## src/rtl/data_feed_pkg.sv

```systemverilog
// Shared types and helpers for the data feed stage.
//   feed_state_t : issue FSM states (idle / inter-pulse gap)
//   GAP_W        : width of the gap counter (supports GAP 0..15)
//   ptr_w()      : pointer width for a FIFO of a given depth (min 1 bit)
package data_feed_pkg;

  typedef enum logic {
    ST_IDLE,
    ST_GAP
  } feed_state_t;

  localparam int unsigned GAP_W = 4;

  function automatic int unsigned ptr_w(input int unsigned depth);
    return (depth > 1) ? $clog2(depth) : 1;
  endfunction

endpackage

```

## src/rtl/data_feed_fifo.sv

```systemverilog
// DEPTH-entry FIFO with explicit pointer wrap (DEPTH need not be a power of 2).
// Ports:
//   clk, rst       clock, synchronous active-high reset
//   clr            synchronous discard of all contents
//   push, wr_data  write request and word (caller guarantees not full)
//   pop            read request (caller guarantees not empty)
//   rd_data        head word, combinational from storage
//   level          occupancy
//   full, empty    occupancy flags
module data_feed_fifo
  import data_feed_pkg::*;
#(
  parameter  int unsigned WIDTH = 8,
  parameter  int unsigned DEPTH = 10,
  localparam int unsigned PTR_W = ptr_w(DEPTH),
  localparam int unsigned LVL_W = $clog2(DEPTH + 1)
) (
  input  logic             clk,
  input  logic             rst,
  input  logic             clr,
  input  logic             push,
  input  logic             pop,
  input  logic [WIDTH-1:0] wr_data,
  output logic [WIDTH-1:0] rd_data,
  output logic [LVL_W-1:0] level,
  output logic             full,
  output logic             empty
);

  logic [WIDTH-1:0] mem_q [DEPTH];
  logic [PTR_W-1:0] wr_ptr_q, wr_ptr_d;
  logic [PTR_W-1:0] rd_ptr_q, rd_ptr_d;
  logic [LVL_W-1:0] level_q, level_d;

  function automatic logic [PTR_W-1:0] ptr_inc(input logic [PTR_W-1:0] p);
    return (p == PTR_W'(DEPTH - 1)) ? '0 : p + PTR_W'(1);
  endfunction

  always_comb begin
    wr_ptr_d = wr_ptr_q;
    rd_ptr_d = rd_ptr_q;
    level_d  = level_q;
    if (clr) begin
      wr_ptr_d = '0;
      rd_ptr_d = '0;
      level_d  = '0;
    end else begin
      if (push) wr_ptr_d = ptr_inc(wr_ptr_q);
      if (pop)  rd_ptr_d = ptr_inc(rd_ptr_q);
      case ({push, pop})
        2'b10:   level_d = level_q + LVL_W'(1);
        2'b01:   level_d = level_q - LVL_W'(1);
        default: level_d = level_q;
      endcase
    end
  end

  always_ff @(posedge clk) begin
    if (rst) begin
      wr_ptr_q <= '0;
      rd_ptr_q <= '0;
      level_q  <= '0;
    end else begin
      wr_ptr_q <= wr_ptr_d;
      rd_ptr_q <= rd_ptr_d;
      level_q  <= level_d;
    end
  end

  // Storage needs no reset; validity is tracked by the pointers.
  always_ff @(posedge clk) begin
    if (!rst && !clr && push) mem_q[wr_ptr_q] <= wr_data;
  end

  assign rd_data = mem_q[rd_ptr_q];
  assign level   = level_q;
  assign full    = (level_q == LVL_W'(DEPTH));
  assign empty   = (level_q == '0);

endmodule

```

## src/rtl/data_feed_stage.sv

```systemverilog
// Upstream feeder: buffers producer words and replays them to a consumer as a
// registered data bus with a one-cycle en strobe per word, with GAP forced idle
// cycles between strobes.
// Ports:
//   clk, rst           clock, synchronous active-high reset
//   in_data, in_valid  producer word / valid
//   in_ready           FIFO can accept (push = in_valid & in_ready)
//   pause              hold issue, FIFO keeps filling
//   flush              discard contents, abort pacing, clear issued
//   data, en           consumer word (holds last value) and strobe
//   level              FIFO occupancy
//   issued             en pulse count since reset/flush (wraps)
module data_feed_stage
  import data_feed_pkg::*;
#(
  parameter  int unsigned WIDTH = 8,
  parameter  int unsigned GAP   = 0,
  localparam int unsigned DEPTH = WIDTH + 2,
  localparam int unsigned LVL_W = $clog2(DEPTH + 1)
) (
  input  logic             clk,
  input  logic             rst,
  input  logic [WIDTH-1:0] in_data,
  input  logic             in_valid,
  output logic             in_ready,
  input  logic             pause,
  input  logic             flush,
  output logic [WIDTH-1:0] data,
  output logic             en,
  output logic [LVL_W-1:0] level,
  output logic [31:0]      issued
);

  feed_state_t      state_q, state_d;
  logic [GAP_W-1:0] gap_cnt_q, gap_cnt_d;
  logic [WIDTH-1:0] data_q, data_d;
  logic             en_q, en_d;
  logic [31:0]      issued_q, issued_d;

  logic [WIDTH-1:0] head;
  logic             full, empty, push, pop;

  assign in_ready = ~full & ~flush & ~rst;
  assign push     = in_valid & in_ready;
  // Pop looks at pre-push occupancy, so a word written this cycle is never
  // popped in the same cycle.
  assign pop      = (state_q == ST_IDLE) & ~empty & ~pause & ~flush & ~rst;

  data_feed_fifo #(
    .WIDTH (WIDTH),
    .DEPTH (DEPTH)
  ) u_fifo (
    .clk     (clk),
    .rst     (rst),
    .clr     (flush),
    .push    (push),
    .pop     (pop),
    .wr_data (in_data),
    .rd_data (head),
    .level   (level),
    .full    (full),
    .empty   (empty)
  );

  always_comb begin
    state_d   = state_q;
    gap_cnt_d = gap_cnt_q;
    data_d    = data_q;
    en_d      = 1'b0;
    issued_d  = issued_q;
    if (flush) begin
      state_d   = ST_IDLE;
      gap_cnt_d = '0;
      issued_d  = '0;
    end else begin
      case (state_q)
        ST_IDLE: begin
          if (pop) begin
            data_d   = head;
            en_d     = 1'b1;
            issued_d = issued_q + 32'd1;
            if (GAP != 0) begin
              state_d   = ST_GAP;
              gap_cnt_d = GAP_W'(GAP);
            end
          end
        end
        ST_GAP: begin
          gap_cnt_d = gap_cnt_q - GAP_W'(1);
          if (gap_cnt_q == GAP_W'(1)) state_d = ST_IDLE;
        end
        default: state_d = ST_IDLE;
      endcase
    end
  end

  always_ff @(posedge clk) begin
    if (rst) begin
      state_q   <= ST_IDLE;
      gap_cnt_q <= '0;
      data_q    <= '0;
      en_q      <= 1'b0;
      issued_q  <= '0;
    end else begin
      state_q   <= state_d;
      gap_cnt_q <= gap_cnt_d;
      data_q    <= data_d;
      en_q      <= en_d;
      issued_q  <= issued_d;
    end
  end

  always_ff @(posedge clk) begin
    assert (GAP < 16 && DEPTH >= 2);
  end

  assign data   = data_q;
  assign en     = en_q;
  assign issued = issued_q;

endmodule

```

## config.mk

```make
export PLATFORM = sky130hd
export DESIGN_NAME = data_feed_stage
export DESIGN_NICKNAME = d
export VERILOG_FILES = /design/src/rtl/data_feed_pkg.sv /design/src/rtl/data_feed_fifo.sv /design/src/rtl/data_feed_stage.sv
export SDC_FILE = /design/constraint.sdc
export NUM_CORES = 1
export LEC_CHECK = 0
export ABC_AREA = 1
export CORE_MARGIN = 2
export CORE_UTILIZATION = 41
export CTS_CLUSTER_DIAMETER = 30
export DETAILED_ROUTE_END_ITERATION = 10
export GPL_ROUTABILITY_DRIVEN = 0
export MAX_ROUTING_LAYER = met4
export PLACE_DENSITY = 0.63
export SLEW_MARGIN = 20
export SYNTH_ARGS = -nofsm -noshare
export SYNTH_HDL_FRONTEND = slang
export SYNTH_SLANG_ARGS = --single-unit
```

## constraint.sdc

```tcl
create_clock -name clk -period 2.2 [get_ports clk]
set_input_delay 0.44 -clock clk [delete_from_list [all_inputs] [get_ports clk]]
set_output_delay 0.44 -clock clk [all_outputs]
set_load 0.03 [all_outputs]
```

After elaboration in Yosys (flattened, before gate mapping)
Memory sizes are Yosys's and may differ from the RTL's. A register that Yosys moved wholly into a read port is not among the register bits.
Cells that the tools add are included.
{"block": "classes", "n_addsub": 6, "eq_ne": 6, "mux": 7, "n_bitwise": 13, "reduce_logical": 11}
{"op": "$add A32 B1 Y32 const B", "count": 1}
{"op": "$add A4 B1 Y4 const B", "count": 3}
{"op": "$eq A4 B4 Y1 const B", "count": 3}
{"op": "$mux W4", "count": 2}
{"op": "$pmux W4 S2", "count": 1}
{"op": "$sub A4 B1 Y4 const B", "count": 2}
{"op": "$and A1 B1 Y1", "count": 7}
{"op": "$not A1 Y1", "count": 6}
{"op": "$reduce_or A3 Y1", "count": 2}
{"op": "$eq A4 B1 Y1 const B", "count": 1}
{"op": "$logic_not A4 Y1", "count": 1}
{"op": "$mux W1", "count": 4}
{"op": "$reduce_and A3 Y1", "count": 1}
{"op": "$eq A2 B1 Y1 const B", "count": 1}
{"op": "$eq A2 B2 Y1 const B", "count": 1}
{"op": "$logic_and A1 B1 Y1", "count": 2}
{"op": "$logic_not A1 Y1", "count": 2}
{"op": "$reduce_and A2 Y1", "count": 1}
{"op": "$reduce_bool A2 Y1", "count": 1}
{"op": "$reduce_or A2 Y1", "count": 1}
{"block": "totals", "reg_bits": 50, "ramBits": 80, "out_inout_bits": 46, "elab_cells": 51, "mem_count": 1}
{"name": "u_fifo.mem_q", "depth": 10, "word_bits": 8, "read_ports": 1, "rd_clocked_by_memory_dff": 1, "write_ports": 1, "line": "data_feed_fifo.sv:30", "text": "logic [WIDTH-1:0] mem_q [DEPTH];"}

Logic depth before layout (Yosys ltp)
{"block": "logic_depth", "ltp_word": 8, "mapped_depth": 14}

Modules after synthesis
Synthesis repeated with hierarchy kept, for this count alone.
{"block": "hier_totals", "hier_cells": 691, "area_unflattened_um2": 6398.6}
{"module": "data_feed_fifo", "instances": 1, "cells_per_inst": 338, "area_each_um2": 4041.4}
{"module": "data_feed_stage", "instances": 1, "cells_per_inst": 353, "area_each_um2": 2357.3}

Least setup slack after synthesis
No wires, ideal clock.
{"block": "synth_path", "path_kind": "flip-flop to flip-flop", "from": "register u_fifo.level_q[1] (netlist: u_fifo.level[1])", "to": "register u_fifo.level_q[3] (netlist: u_fifo.level[3])", "setup_ns": 0.113, "arrival_time_ns": 2.096, "required_ns": 2.087, "slack_ns": -0.008, "path_stages_with_launch": 14, "path_buffers": 1, "synth_period_minus_slack_ns": 2.208, "path_cell_list": "dfxtp_1 inv_1 nand2_1 nor2_1 nor2_1 buf_4 ha_1 ha_1 a21oi_1 nand2_1 o21ai_0 nand2_1 nand2_1 nor2_1"}
{"block": "synth_via", "elab_chain_len": 8, "word_cells_on_any_way": 17, "classes_between": "add/sub: 2; eq/ne: 3; mux: 1; bitwise: 9; reduce/logical: 2"}
{"element": "start: declaration", "line": "data_feed_fifo.sv:33", "text": "logic [LVL_W-1:0] level_q, level_d;"}
{"element": "start signal: assignment", "line": "data_feed_fifo.sv:66", "text": "level_q <= level_d;"}
{"element": "$logic_not A4 Y1 (*)", "line": "data_feed_fifo.sv:78", "text": "assign empty = (level_q == '0);"}
{"element": "$not A1 Y1 (*)", "line": "data_feed_stage.sv:47", "text": "assign pop = (state_q == ST_IDLE) & ~empty & ~pause & ~flush & ~rst;"}
{"element": "$and A1 B1 Y1 (*) (4 in a row)", "line": "data_feed_stage.sv:47"}
{"element": "net pop", "line": "data_feed_stage.sv:41", "text": "logic full, empty, push, pop;"}
{"element": "$eq A2 B1 Y1 / $eq A2 B2 Y1 (equally long branches)", "line": "data_feed_fifo.sv:50", "text": "case ({push, pop})"}
{"element": "$pmux W4 S2 / $reduce_bool A2 Y1 (equally long branches)"}
The timed path passes the listed nets; every way through them passes the cells marked *.
A chain may end at the register's enable or synchronous reset.

Final worst setup path
{"block": "layout_path", "from": "input rst", "to": "output in_ready"}
{"block": "layout_via", "elab_chain_len": 2}
{"element": "start: declaration", "line": "data_feed_stage.sv:22", "text": "input logic rst,"}
{"element": "$not A1 Y1", "line": "data_feed_stage.sv:43", "text": "assign in_ready = ~full & ~flush & ~rst;"}
{"element": "$and A1 B1 Y1", "line": "data_feed_stage.sv:43"}
{"element": "end: declaration", "line": "data_feed_stage.sv:25", "text": "output logic in_ready,"}
No other way between the ends.

==> metrics.yaml <==
wl_per_cell_um: 15.10
fin_hold_ws_ns: 0.4795
p_clk_share_pct: 49.9
path_delay_family: "buffers and inverters"
internal_power_mw: 4.579
peakVddDrop_mv: 0.9557
setup_viol: 0
critPathMaxStageDelay_ns: 0.46
yosysMostFrequentCell: "nor2_1"
seqPwrFrac_pct: 47.4
cpMostUsedCell: "buf_4"
p_sw_share_pct: 20.84
cts_buffer_depth: 2
cts_sinks: 138
leakage_nw: 2.671
fin_ws_ns: 0.1089
slew_viol_final: 0
async_flop_share_pct: 0
worst_pin_slew_ns: 0.5377
gr-total-overflow: 0
pre_cts_ws_ns: -0.4161
hp-class: "reg -> reg"
drc: 0
synth_area_leaders: "edfxtp_1, dfxtp_1, nor2_1, nand2_1, o21ai_0"
antenna_found_initial: 0
core_area_um2: 14640
ant_nets: 0
outcome: "finished clean"
setup-tns-final_ns: 0
clk_pin_slew_ns: 0.06
worstPathRequired_ns: 1.76
post-route-period-util_pct: 95.05
row_count: 44
yosys.area.top_type: "edfxtp_1"
max_cap_viol_count: 0
vias: 5046
num_io_pins: 59
diodes: 0
die-area_um2: 16130
die_x_um: 127.0
cts-root-buf: "clkbuf_16"
regArea_um2: 3565
synthCells: 706
synthFlopType: "edfxtp_1"
reg2reg_slack_ns: 0.19
grt_max_degree: 43
synth_common_cells: "nor2_1, nand2_1, edfxtp_1"
finalCriticalPeriod_ns: 2.091
fillers: 1296
syn_area_um2: 6203
clock_latency_ns: 0.42
initial_utilization_pct: 42.36
end_kind: "output pin"
max_freq_ghz: 0.4782
multiInputGateArea_um2: 2346
cp-start-kind: "input pin"
crit_path_max_fanout: 3
arrival_ns: 1.65
synth_nets: 726
grt_pass1_wl_um: 23950
cts_tree: "done"
cp_cell_sequence: "clkdlybuf4s50_1 -> buf_4 -> inv_2 -> nand2_2 -> buf_4 -> a31oi_1 -> buf_4"
worst_path_max_delay_cell: "clkdlybuf4s50_1"
drive_gt1_share_pct: 10.47
htreeDepth: 4
crit_type: "in -> out"
clock_skew_ns: 0.008533
hold_viol_final: 0
synth_edf_count: 80
avgSynthCellArea_um2: 8.787
synth_top_area_share_pct: 38.73
nets: 809
hpwl_um: 10450
yosysWarnings: 0
wirelength_um: 14890
viasPerCell: 5.118
crit_buf_inv: 5
grt_pass1_vias: 4838
slew_headroom_pct: 64.11
ys_types: 33
die_y_um: 127.0
synth-seq-area-share_pct: 57.44
ys_ff_latch: 138
power_frac_comb_pct: 2.7
portBuffers: 58
cts_buffers: 17
p_per_area_nw_per_um2: 747.1
drt_pass1_iterations: 7
area_delta_synth_final_pct: 24.81
netSwitchingPower_mw: 1.206
dr.first_iter.drc_count: 421
grtUsageTotal_pct: 19.59
==> power by group through the flow <==
stage	Combinational [mW]	Clock [mW]	Sequential, mW
floorplan	0.0610	0	2.80
global placement	0.153	0	2.80
detailed placement	0.155	0	2.80
CTS	0.156	2.92	2.74
global route	0.172	3.03	2.74
finish	0.158	2.89	2.74
==> state kept, by name, indices dropped and copies added (netlist names) <==
register         cells
en                   1
u_fifo.mem_q        80
u_fifo.level         4
gap_cnt_q            4
u_fifo.rd_ptr_q      4
data                 8
issued              32
state_q              1
u_fifo.wr_ptr_q      4
==> path summary, 6_finish.rpt <==
kind	start	endpoint	depth (start not counted)
worst min register to register	gap_cnt_q[3]$_SDFFE_PP0P_	gap_cnt_q[3]$_SDFFE_PP0P_	2
worst min-delay path	gap_cnt_q[3]$_SDFFE_PP0P_	gap_cnt_q[3]$_SDFFE_PP0P_	2
worst max-delay path	rst	in_ready	7
worst max register to register	u_fifo.level[2]$_SDFFE_PP0P_	u_fifo.level[2]$_SDFFE_PP0P_	10
==> per-stage QoR <==
stage / std cells / util (%) / power [mW] / cell area [um^2]
floorplan: 706 / - / 2.863 / 6205
global placement: 953 / 48.58 / 2.949 / 7114
detailed placement: 953 / 48.58 / 2.951 / 7114
CTS: 985 / 52.69 / 5.821 / 7716
global route: 986 / 52.87 / 5.944 / 7742
finish: 986 / 52.87 / 5.785 / 7742
==> worst reg2reg max path: cells and delay by family (launching register included) <==
| family | cells | cell delay [ns] |
|---|---|---|
| xor gates and xnor gates | 1 | 0.13 |
| and+or+nand+nor | 3 | 0.46 |
| adders and majority gates | 2 | 0.60 |
| AOI/OAI and AO/OA | 1 | 0.15 |
| buffers and inverters | 3 | 0.23 |
| DFF | 1 | 0.35 |
==> area by class of cell <==
class / count / area share [%]
clock buffer: 18 / 5.543
sequential: 138 / 46.04
timing repair buffer: 89 / 10.47
tap: 184 / 2.973
multi-input combinational: 492 / 30.30
clock inverter: 14 / 2.198
inverter: 51 / 2.473
==> layout by cell type (no fill, tap or decap), types with 5 or more instances in the layout <==
master,instances
o211ai_1,16
nand2_1,116
dfxtp_1,57
o21ai_0,62
nor2_1,170
edfxtp_1,80
nand3_1,33
a21oi_1,38
clkdlybuf4s50_1,57
nor3_1,6
ha_1,5
nand4_1,8
clkbuf_16,17
nor2_4,6
inv_1,49
clkinvlp_4,5
buf_4,32
==> logic make-up (layout without fill, tap and decap cells) <==
group           count (synthesis)  after routing  share of synthesized area (%)
compound gates                127            127                          11.21
flops                         138            138                          57.44
xor+xnor                        3              3                         0.4236
fa+ha+maj                       7              7                          1.533
buf+inv                        76            172                          5.083
simple gates                  355            355                          24.30
==> what timing repair did <==
item | 4_1_cts | 5_1_grt
gates resized for setup | 1 | 6
setup buffers | 0 | 1
hold buffers | 0 | 0
endpoints found under the setup margin | 1 | 1
pin swaps | 0 | 3
endpoints found under the hold margin | 0 | 0
==> metal layers <==
metal / track usage, % / wire length [um] / up-vias
li1: - / - / 2538
met1: 23.66 / 6580 / 2338
met2: 32.42 / 7237 / 142
met3: 4.062 / 713 / 28
met4: 7.692 / 353 / 0
met5: - / 0 / -
(Power assumes the default switching activity.)
==> RTL edit 1 (same settings) <==
The parameter `GAP` goes from 0 to 1. Comments in the files are not updated.
--- a/src/rtl/data_feed_stage.sv
+++ b/src/rtl/data_feed_stage.sv
@@ -16,3 +16,3 @@
   parameter  int unsigned WIDTH = 8,
-  parameter  int unsigned GAP   = 0,
+  parameter  int unsigned GAP   = 1,
   localparam int unsigned DEPTH = WIDTH + 2,
Function: changed (Yosys sat finds a counterexample within 4 cycles, from zero or initial values and one cycle with rst high).
==> RTL edit 1 against the original RTL <==
Via count rose by 3.0%. Utilization is 1.3 points lower. Sequential cell count stayed put. First-iteration DRC count rose by 15%. Largest cell class unchanged. Critical endpoint is now issued[26]. Power shrank 2.4%. Setup slack worse by 8.2 ps. Routed wire length increased by 4.3%. Cell area increased by 0.87%. Register-to-register slack about the same. Synthesized area increased by 1.9%.
==> RTL edit 1: results (changes against the original RTL) <==
The post-synthesis area per instance was 8.887 um2 (was 8.787 um2). The run gives 958 (was 953) as the placed instance count. The post-synthesis net count came out at 731 (was 726).

The run gives 0.2002 (was 0.1959) as the overall fraction of global-route tracks in use. The switching power of the nets is 0.001272 W (was 0.001206 W), and the top-area cell type share of the netlist area is 0.3802 (was 0.3873). The logs give 24390 um (was 23950 um) for the global-route wire length before repair and 989 (was 986) for the number of cells in the finished layout apart from fillers. For the number of vias after detailed routing, the log shows 5198 (was 5046). The HPWL after detailed placement came out at 10570 um (was 10450 um).

The complex-gate fraction of the synthesized area is 0.1156 (was 0.1121). The post-synthesis share of cell area spent on full adders, half adders and majority gates is 0.01505 (was 0.01533), and the number of nets in the finished design is 809 (unchanged). The run gives 0.5640 (was 0.5744) as the sequential area share after synthesis. Main area contributors after synthesis: edfxtp_1, dfxtp_1, nor2_1, nand2_1, o21ai_0 (unchanged).

Flip-flop cell with the highest count after synthesis: edfxtp_1 (unchanged). The tightest slew margin relative to the limit was 0.6779 (was 0.6411); the CTS H-tree depth was 4 (unchanged). Leading cell types by count after synthesis: nor2_1, nand2_1, edfxtp_1 (unchanged).

The number of cells traversed by the worst register-to-register path works out to 13 (was 10). Worst flop-to-flop path endpoint: u_fifo.level[3] (was u_fifo.level[2]). Overall routed net length: 15530 um (was 14890 um). The tools report the post-route clock skew as 9.710 ps (was 8.533 ps). The run gives 2.761 nW (was 2.671 nW) as the total leakage power.

Number of distinct library cells after synthesis: 44 (was 33). The tools report the destination of the worst hold path as issued[11] (was gap_cnt_q[3]). The run gives 575.2 uV (was 955.7 uV) as the worst-case vdd ir drop. The top fanout value on the critical path works out to 7 (was 3). The post-synthesis share of cell area spent on xor and xnor gates is 0.002772 (was 0.004236), and the number of global-route vias before repair is 4808 (was 4838).

The ratio of cells with drive above 1 in the final layout is 0.1236 (was 0.1047). The flow ran to the end, and the final reports show no timing, DRC or antenna violations. The count of TritonRoute iterations in the first routing pass was 4 (was 7); the worst hold path depth was 1 (was 2). For the tightest hold margin, the log shows 502.3 ps (was 479.5 ps).

The tools report the start point of the worst hold path as issued[11] (was gap_cnt_q[3]).
## RTL edit 1: changes by cell type after synthesis, moves of 3 or more
cell | before | now
buf_2 | 9 | 12
clkbuf_1 | 13 | 7
nand2_1 | 116 | 122
nand2_2 | 2 | 7
nand2_4 | 0 | 3
nor2_1 | 172 | 148
nor2_2 | 3 | 7
o21ai_0 | 63 | 59
o21ai_1 | 0 | 5
## RTL edit 1: cell families (layout without fill, tap and decap cells)
logic type / after synthesis / count (layout)
buffers and inverters: 81 / 171
DFF: 138 / 138
AOI/OAI and AO/OA: 132 / 132
and+or+nand+nor: 351 / 351
xor gates and xnor gates: 2 / 2
adders and majority gates: 7 / 7
## RTL edit 1: power groups by stage
stage | Combinational, W | Sequential, W | Clock [W]
after floorplan | 0.0000772 | 0.00281 | 0
after global placement | 0.000175 | 0.00280 | 0
after detailed placement | 0.000179 | 0.00280 | 0
after CTS | 0.000179 | 0.00275 | 0.00275
after global routing | 0.000197 | 0.00275 | 0.00289
final | 0.000180 | 0.00275 | 0.00272
## RTL edit 1: repair_timing
action | 4_1_cts | 5_1_grt
setup endpoints to repair | 0 | 1
hold buffers | 0 | 0
buffers inserted | 0 | 0
resized for setup | 0 | 3
## RTL edit 1: routing by layer
layer,vias to the layer above,track usage,share of wire
met5,-,-,0
met4,0,0.06529,0.016
met3,21,0.03923,0.042
met2,129,0.3155,0.48
met1,2499,0.2617,0.46
li1,2549,-,-
## RTL edit 1: stage by stage
| step | setup WS (ps) | power [W] | TNS [ps] | cell area [um2] |
|---|---|---|---|---|
| 6_report | 100.7 | 0.005643 | 0 | 7810 |
| 5_1_grt | -16.79 | 0.005833 | -16.79 | 7810 |
| 4_1_cts | 79.76 | 0.005680 | 0 | 7786 |
| 3_5_place_dp | -336.3 | 0.002980 | -4355 | 7226 |
| 3_3_place_gp | -276.0 | 0.002976 | -1607 | 7226 |
| 2_1_floorplan | -31.33 | 0.002886 | -31.33 | 6345 |
## RTL edit 1: cell type report
cell class | count | area, um2
fillers | 1354 | 7336
flip-flops and latches | 138 | 3568
multi-input cells | 492 | 2452
repair buffers | 83 | 778.2
clock buffers | 17 | 425.4
well taps | 188 | 235.2
inverters | 57 | 215.2
clock inverters | 14 | 135.1
## RTL edit 1: worst max-delay path by stage
stage / start / endpoint / slack, ps / cells past startpoint
4_1_cts: issued[26] / issued[26] / 80 / 1
3_5_place_dp: rst / u_fifo.level[3] / -340 / 14
6_report: issued[26] / issued[26] / 100 / 1
3_3_place_gp: rst / u_fifo.level[3] / -280 / 13
5_1_grt: rst / u_fifo.level[3] / -20 / 14
2_1_floorplan: rst / u_fifo.level[3] / -30 / 12
==> RTL edit 2 (config.mk and constraints unchanged) <==
Made on the original files. `data_q` no longer has a reset.
--- a/src/rtl/data_feed_stage.sv
+++ b/src/rtl/data_feed_stage.sv
@@ -100,3 +100,2 @@
       gap_cnt_q <= '0;
-      data_q    <= '0;
       en_q      <= 1'b0;
@@ -106,3 +105,2 @@
       gap_cnt_q <= gap_cnt_d;
-      data_q    <= data_d;
       en_q      <= en_d;
@@ -110,2 +108,6 @@
     end
+  end
+
+  always_ff @(posedge clk) begin
+    data_q <= data_d;
   end
Formal check against the unedited RTL: differs if rst is asserted again (counterexample within 4 cycles, from zero or initial values and one cycle with rst high); with rst held inactive, the same outputs for 4 cycles.
==> RTL edit 2 against the original RTL <==
Power up 0.42%. Synthesized cell count fell by 11%. Critical endpoint is now issued[14]. Setup slack better by 34 ps. Non-clock buffer count down 7. Critical path type is now reg -> out. Synthesized area is 1.2% lower. Clock skew grew 2.4 ps. Clock power is essentially flat. Routed wire length down 5.7%. Cell area decreased by 1.6%. Sequential cell count unchanged. Combinational power is 3% higher.
==> RTL edit 2: results (changes against the original RTL) <==
The run finished with clean final reports. Arrival time at the worst endpoint: 1620 ps (was 1650 ps). The sequential area share after synthesis was 0.5943 (was 0.5744).

The number of distinct library cells after synthesis was 41 (was 33); the ratio of cells with drive above 1 in the final layout was 0.1331 (was 0.1047). The number of non-clock inverters in the layout is 68 (was 51), and the global-route wire length before repair is 22750 um (was 23950 um). The sequential fraction of total cell area was 0.4786 (was 0.4604); the final-layout non-clock buffer area share was 0.09949 (was 0.1047).

The multi-input gate share of the layout cell area works out to 0.2793 (was 0.3030). Overall fraction of global-route tracks in use: 0.1880 (was 0.1959). The post-synthesis net count was 645 (was 726); the clock power share was 0.496 (was 0.499). The number of ordinary and repair buffers in the finished layout works out to 82 (was 89).

The endpoint of the most critical setup path was issued[14] (was in_ready). Start point of the worst hold path: gap_cnt_q[3] (unchanged). The per-cell via count in the routed design was 5.152 (was 5.118); the pre-CTS setup slack was -274.2 ps (was -416.1 ps). Worst setup margin: 143.2 ps (was 108.9 ps).

The number of DRC markers in iteration 0 was 318 (was 421); the number of buffers inserted by post-CTS setup repair was 0 (unchanged). The tools report the first element of the critical path as issued[14] (was rst). The post-synthesis share of cell area spent on xor and xnor gates was 0.01429 (was 0.004236); the switching share of power was 0.2075 (was 0.2084). The number of gates resized after cts is 0 (was 1). Destination of the worst hold path: gap_cnt_q[3] (unchanged). Post-route clock skew: 10.96 ps (was 8.533 ps). The count of TritonRoute iterations in the first routing pass was 6 (was 7); the delay contributed by the slowest stage of the critical path was 720 ps (was 460 ps). The layout multi-input combinational cell count was 401 (was 492); the switching power of the nets was 0.001205 W (was 0.001206 W). Main area contributors after synthesis: edfxtp_1, dfxtp_1, nor2_1, nand2_1, o21ai_0 (unchanged). The maximum number of pins on one net before global-route repair is 30 (was 43). The tools report the post-synth design cell area as 6131 um2 (was 6203 um2). The logs give 0 (unchanged) for the initial antenna violation count and 14030 um (was 14890 um) for the overall routed net length. The number of cells traversed by the worst register-to-register path was 13 (was 10).

For the number of buffers created by CTS, the log shows 17 (unchanged). The highest-delay cell along the critical path is clkdlybuf4s50_1 (unchanged). Worst-case vdd ir drop: 633.8 uV (was 955.7 uV). Leading cell types by count after synthesis: nor2_1, edfxtp_1, nand2_1 (was nor2_1, nand2_1, edfxtp_1). For the HPWL after detailed placement, the log shows 9815 um (was 10450 um). The top fanout value on the critical path was 7 (was 3). For the tightest slew margin relative to the limit, the log shows 0.6911 (was 0.6411).

The post-synthesis share of cell area spent on full adders, half adders and majority gates is 0.01551 (was 0.01533), and the clock buffer and inverter area fraction after layout is 0.07897 (was 0.07741). The tools report the number of global-route vias before repair as 4494 (was 4838). The number of instances in the synthesized netlist is 625 (was 706), and the complex-gate fraction of the synthesized area is 0.08776 (was 0.1121). The reg-to-reg setup timing slack was 240 ps (was 190 ps); the filler cell count in the final layout was 1277 (was 1296). The tools report the worst flop-to-flop path endpoint as u_fifo.level[3] (was u_fifo.level[2]). For the number of nets in the finished design, the log shows 728 (was 809). The number of synthesized flops with an enable pin works out to 88 (was 80). The worst hold path depth was 2 (unchanged); the total leakage power was 2.757 nW (was 2.671 nW).
==> RTL edit 2: changes by cell type in the layout (fill, tap and decap cells not counted), moves of 10 or more <==
| cell | unedited run | this run |
|---|---|---|
| o21ai_0 | 62 | 45 |
| a21oi_1 | 38 | 18 |
| a22oi_1 | 0 | 10 |
| nand4_1 | 8 | 18 |
| inv_1 | 49 | 59 |
| dfxtp_1 | 57 | 47 |
| nand2_1 | 116 | 83 |
| nor2_1 | 170 | 107 |
==> RTL edit 2: routing by layer <==
metal,vias to the layer above,share of wire,GRT usage
li1,2299,-,-
met5,-,0,-
met4,0,0.013,0.06270
met1,2225,0.45,0.2321
met3,14,0.040,0.04630
met2,125,0.49,0.3042
==> RTL edit 2: per-stage QoR <==
| stage | TNS (ps) | instance area (um2) |
|---|---|---|
| 6_report | 0 | 7621 |
| 4_1_cts | 0 | 7621 |
| 2_1_floorplan | 0 | 6135 |
| 5_1_grt | 0 | 7621 |
| 3_3_place_gp | -315.6 | 7019 |
| 3_5_place_dp | -915.3 | 7019 |
